### config.mk
export PLATFORM = sky130hd
export DESIGN_NAME = screen_sequencer
export DESIGN_NICKNAME = d
export VERILOG_FILES = /design/src/rtl/screen_sequencer.sv
export SDC_FILE = /design/constraint.sdc
export NUM_CORES = 1
export LEC_CHECK = 0
export BUFFER_PORTS_ARGS = -buffer_cell sky130_fd_sc_hd__clkbuf_2
export CAP_MARGIN = 0
export CORE_MARGIN = 1
export CORE_UTILIZATION = 41
export DETAILED_ROUTE_END_ITERATION = 8
export PLACE_DENSITY = 0.85
export RECOVER_POWER = 25
export SYNTH_ARGS = -nofsm -noshare
export SYNTH_HDL_FRONTEND = slang
export SYNTH_SLANG_ARGS = --single-unit
### constraint.sdc
create_clock -name clk -period 2.1 [get_ports clk]
set_clock_uncertainty 0.15 [all_clocks]
set_input_delay 0 -clock clk [delete_from_list [all_inputs] [get_ports clk]]
set_output_delay 0 -clock clk [all_outputs]
set_load 0.02 [all_outputs]
### src/rtl/screen_sequencer.sv
// Scene controller for the VGA path: start / play / game-over selection,
// frame-aligned screen changes, game-over timing and registered RGB out.
module screen_sequencer #(
  parameter int H_ACTIVE        = 640,
  parameter int V_ACTIVE        = 480,
  parameter int BLINK_FRAMES    = 30,
  parameter int GAMEOVER_FRAMES = 300
) (
  input  logic        clk,
  input  logic        rst,
  input  logic        frame_start,
  input  logic        start_btn,
  input  logic        game_over_evt,
  input  logic [9:0]  x,
  input  logic [9:0]  y,
  input  logic [23:0] start_rgb,
  input  logic [23:0] play_rgb,
  input  logic [23:0] over_rgb,
  output logic [7:0]  r,
  output logic [7:0]  g,
  output logic [7:0]  b,
  output logic [1:0]  screen_sel,
  output logic        screen_changed
);

  localparam int FC_W = $clog2(GAMEOVER_FRAMES + 1);
  localparam int BC_W = $clog2(BLINK_FRAMES + 1);
  localparam logic [FC_W-1:0] FC_LAST = FC_W'(GAMEOVER_FRAMES - 1);
  localparam logic [BC_W-1:0] BC_LAST = BC_W'(BLINK_FRAMES - 1);
  localparam logic [9:0] H_LIM = 10'(H_ACTIVE);
  localparam logic [9:0] V_LIM = 10'(V_ACTIVE);

  typedef enum logic [1:0] {
    ST_START = 2'd0,
    ST_PLAY  = 2'd1,
    ST_OVER  = 2'd2
  } state_t;

  state_t          state, state_d;
  logic            start_pend, start_pend_d;
  logic            over_pend, over_pend_d;
  logic [FC_W-1:0] frame_cnt, frame_cnt_d;
  logic [BC_W-1:0] blink_cnt, blink_cnt_d;
  logic            blink_phase, blink_phase_d;
  logic [23:0]     rgb_q, rgb_d;
  logic            changed_q;
  logic            start_req, over_req;
  logic            blank;
  logic [23:0]     src_rgb;

  assign start_req = start_pend | start_btn;
  assign over_req  = over_pend | game_over_evt;

  always_comb begin
    state_d       = state;
    start_pend_d  = start_pend;
    over_pend_d   = over_pend;
    frame_cnt_d   = frame_cnt;
    blink_cnt_d   = blink_cnt;
    blink_phase_d = blink_phase;
    if (frame_start) begin
      unique case (state)
        ST_START: begin
          if (start_req) state_d = ST_PLAY;
        end
        ST_PLAY: begin
          if (over_req) begin
            state_d       = ST_OVER;
            frame_cnt_d   = '0;
            blink_cnt_d   = '0;
            blink_phase_d = 1'b0;
          end
        end
        ST_OVER: begin
          if (start_req) begin
            state_d = ST_PLAY;
          end else if (frame_cnt == FC_LAST) begin
            state_d = ST_START;
          end else begin
            frame_cnt_d = frame_cnt + 1'b1;
            if (blink_cnt == BC_LAST) begin
              blink_cnt_d   = '0;
              blink_phase_d = ~blink_phase;
            end else begin
              blink_cnt_d = blink_cnt + 1'b1;
            end
          end
        end
        default: state_d = ST_START;
      endcase
    end
    // requests only latch in states that can act on them
    if (state_d != state) begin
      start_pend_d = 1'b0;
      over_pend_d  = 1'b0;
    end else begin
      if (start_btn && state != ST_PLAY)
        start_pend_d = 1'b1;
      if (game_over_evt && state == ST_PLAY)
        over_pend_d = 1'b1;
    end
  end

  always_comb begin
    src_rgb = start_rgb;
    unique case (state)
      ST_START: src_rgb = start_rgb;
      ST_PLAY:  src_rgb = play_rgb;
      ST_OVER:  src_rgb = over_rgb;
      default:  src_rgb = start_rgb;
    endcase
    blank = (x >= H_LIM) || (y >= V_LIM)
         || (state == ST_OVER && blink_phase);
    rgb_d = blank ? 24'h0 : src_rgb;
  end

  always_ff @(posedge clk) begin
    if (rst) begin
      state       <= ST_START;
      start_pend  <= 1'b0;
      over_pend   <= 1'b0;
      frame_cnt   <= '0;
      blink_cnt   <= '0;
      blink_phase <= 1'b0;
      rgb_q       <= 24'h0;
      changed_q   <= 1'b0;
    end else begin
      state       <= state_d;
      start_pend  <= start_pend_d;
      over_pend   <= over_pend_d;
      frame_cnt   <= frame_cnt_d;
      blink_cnt   <= blink_cnt_d;
      blink_phase <= blink_phase_d;
      rgb_q       <= rgb_d;
      changed_q   <= (state_d != state);
    end
  end

  assign r              = rgb_q[23:16];
  assign g              = rgb_q[15:8];
  assign b              = rgb_q[7:0];
  assign screen_sel     = state;
  assign screen_changed = changed_q;

endmodule
==> impl_summary.log <==
[metrics] global-route wire length before repair: 17,000 µm
[metrics] Min-Delay Endpoint: rgb_q[11]
[metrics] drt first pass iters: 5
[metrics] number of synthesized register bits: 44
[metrics] clock root buffer master: clkbuf_8
[metrics] detailed-route via count: 3,402
[metrics] VDD IR-drop max: 0.361 mV
[metrics] capturing element type of the critical path: flip-flop
[metrics] starting density of the core: 0.425
[metrics] share of the clock period used by the worst path: 0.994
[metrics] overall overflow remaining after global route: 0
[metrics] CTS HTree Levels: 2
[metrics] hold crit path type: in -> reg
[metrics] Die Y-Extent: 77.3 µm
[metrics] Max-slew headroom: 0.679
[metrics] Synth Instances: 265
[metrics] hold depth: 3
[metrics] per-cell routed wire length: 21.4 µm
[metrics] DRC violation total after the first TritonRoute iteration: 391
[metrics] layout cells sized above 1: 0.335
[metrics] capturing point of the worst reg2reg path: frame_cnt[2]
[metrics] largest net degree at the start of global routing: 49
[metrics] multi-input logic area: 1450 µm²
[metrics] hold path start: over_rgb[11]
[metrics] reported max-cap violation count: 0
[metrics] required time at the worst-slack endpoint: 2.19 ns
[metrics] top area cells in the synthesized netlist: dfxtp_1, a211oi_1, a22oi_1
[metrics] post-placement setup slack: -0.0266 ns
[metrics] reg2reg setup slack: 0.01 ns
[metrics] setup violation total in the final timing report: 0
[metrics] slew at the pin closest to its max-slew limit: 0.482 ns
[metrics] combined global-route utilization of all metal layers: 0.370
[metrics] maximum net fanout on the critical path: 7
[metrics] filler cell count: 345
[metrics] FF-to-FF path depth: 7
[metrics] half-perimeter wire length of the detailed placement result: 5210 µm
[metrics] buffers added on ports: 111
[metrics] clock buffer depth: 2
[metrics] die outline area: 5980 µm²
[metrics] final core occ: 0.746
[metrics] setup repair after global routing missed its margin: yes
[metrics] DRC: 0
[metrics] NumNets Final: 569
[metrics] number of warnings printed during yosys synthesis: 0
[metrics] DRT antenna net count: 0
[metrics] EDFF count, synth: 0
[metrics] number of antenna violations at the first check in global routing: 2
[metrics] Yosys cell types: 56
[metrics] Clock Latency Late Sink: 0.31 ns
[metrics] post-route worst hold slack: -0.000208 ns
[metrics] final-layout setup total negative slack: 0 ns
[metrics] Setup CP Type: reg -> reg
[metrics] Setup WS post-layout: 0.0127 ns
[metrics] Fmax achieved: 0.479 GHz
[metrics] Final Hold Violating Endpoints: 1
[metrics] Cell Pwr Density: 555 nW/µm²
[metrics] width of the die: 77.3 µm
[metrics] leakage dissipation: 1.67 nW
[metrics] routability congestion estimate: 0.885
[metrics] Most used DFF post-synth: dfxtp_1
[metrics] I/O Pins: 124
[metrics] detail-routed via count per cell: 6.29
[metrics] cell type with the highest aggregate area in the netlist: dfxtp_1
[metrics] r2r startpoint: screen_sel[0]
[metrics] minimum period implied by the final worst setup slack: 2.09 ns
[metrics] final max-slew violation count: 0
[metrics] result of the run: finished with violations
[metrics] Syn Nets: 369
[metrics] area delta synth->final: 75.5%
[metrics] kind of start point of the critical path: flip-flop
[metrics] total length of routed wires: 11,600 µm
[metrics] number of clock buffers inserted by TritonCTS: 5
[metrics] core footprint: 5470 µm²
[metrics] num rows: 27
[metrics] sequential cell area: 886 µm²
[metrics] post-synthesis async set-or-reset flop share: 0
[metrics] Mean Syn Cell Area: 8.78 µm²
[metrics] proportion of synthesized chip area in sequential cells: 0.378
[metrics] clock-pin slew on the worst setup and hold paths: 0.09 ns
[metrics] CTS tree: built
[metrics] count of clock tree sinks: 44
[metrics] number of global-route vias before repair: 3,303
[metrics] post-synthesis instance area: 2330 µm²
[metrics] area share of the largest cell type after synthesis: 0.378
[metrics] data arrival time at the worst-slack endpoint: 2.18 ns
[metrics] violations in the final reports: hold timing
cell families (layout without fill, tap and decap cells):
kind of cell	Yosys count	count (layout)	synth area share
AO/OA/AOI/OAI	98	98	0.326
AND/OR/NAND/NOR	86	86	0.196
flip-flops	44	44	0.378
buffers and inverters	27	228	0.0495
adder cells (fa/ha/maj)	7	7	0.0376
multiplexers	2	2	0.00860
XOR/XNOR	1	1	0.00376
other	0	3	0
through the flow:
| step | instances | total power [W] | hold WS, ns | area [µm²] |
|---|---|---|---|---|
| global placement | 448 | 0.00134 | 0.106 | 3030 |
| global route | 540 | 0.00232 | 0.00539 | 4080 |
| detailed placement | 448 | 0.00135 | 0.113 | 3030 |
| finish | 541 | 0.00227 | -0.000208 | 4080 |
| CTS | 529 | 0.00213 | 0.00155 | 3890 |
| floorplan | 265 | 0.00116 | 0.0220 | 2330 |
worst max-delay path by stage:
stage | from | end | slack, ns | cells after the start
global placement | screen_sel[1] | frame_cnt[2] | 0.04 | 7
floorplan | screen_sel[0] | blink_cnt[1] | 0.05 | 6
detailed placement | screen_sel[1] | frame_cnt[2] | -0.03 | 7
finish | screen_sel[0] | frame_cnt[2] | 0.01 | 7
global route | screen_sel[0] | blink_cnt[1] | -0.05 | 6
CTS | screen_sel[1] | frame_cnt[2] | -0.01 | 7
registers in the layout (all words and copies together) (netlist names):
name	cells
blink_phase	1
start_pend	1
over_pend	1
frame_cnt	9
rgb_q	24
blink_cnt	5
screen_changed	1
screen_sel	2
worst max-delay path: stages, from the launching register on:
cell and delay [ns]:
dfxtp_4 0.38, inv_1 0.07, ha_1 0.34, and2_2 0.22
buf_4 0.16, a31o_4 0.27, a2111o_1 0.38, nand2_1 0.07
cell usage after synthesis (2+ instances only):
master / count
buf_1: 3
nand2b_1: 2
a22oi_1: 25
a211oi_1: 28
nand3_1: 13
nor2b_1: 3
dfxtp_1: 44
nand4bb_1: 2
mux2i_1: 2
a31oi_1: 5
o211ai_1: 2
buf_2: 5
o21ai_0: 6
or4_1: 2
a21oi_1: 8
inv_1: 8
o22ai_1: 2
or3_1: 2
and2_1: 2
o21ai_1: 2
a21o_1: 2
nand4_1: 5
ha_1: 7
a2111o_1: 2
clkbuf_1: 9
and3_1: 2
nand2_1: 12
nor2_1: 31
a2111oi_0: 2
timing repair:
| action | in CTS | in global routing |
|---|---|---|
| hold buffers | 73 | 1 |
| buffers inserted | 0 | 8 |
| setup endpoints to repair | 6 | 28 |
| gates resized for setup | 4 | 23 |
| pin swaps | 0 | 4 |
| hold endpoints to repair | 31 | 1 |
layout by cell type (no fill, tap or decap), types with 7 or more instances in the layout:
cell type      synthesis  layout
a211oi_1              28      26
clkbuf_1               9      16
a22oi_1               25      25
nor2_1                31      31
a21oi_1                8       8
buf_4                  0      24
clkbuf_2               0      95
inv_1                  8       7
dlygate4sd3_1          0      74
nand2_1               12      11
dfxtp_1               44      42
nand3_1               13      12
power by group:
| part | switching [W] | total, W | internal, W |
|---|---|---|---|
| registers | 0.0000187 | 0.000888 | 0.000870 |
| logic | 0.000364 | 0.000662 | 0.000298 |
| clock network | 0.000327 | 0.000717 | 0.000390 |
final cells by class:
type | instances | share of cell area
flip-flops and latches | 44 | 0.217
diodes | 3 | 0.00184
well taps | 72 | 0.0221
multi-input cells | 194 | 0.356
repair buffers | 211 | 0.364
clock buffers | 6 | 0.0202
clock inverters | 2 | 0.00950
inverters | 9 | 0.00950
per-layer routing:
metal / part of all wire / GRT usage
met5: 0 / 0
met4: 0.097 / 0.292
met3: 0.070 / 0.0882
met2: 0.50 / 0.653
met1: 0.33 / 0.372
Power figures use the tool's default switching activity.
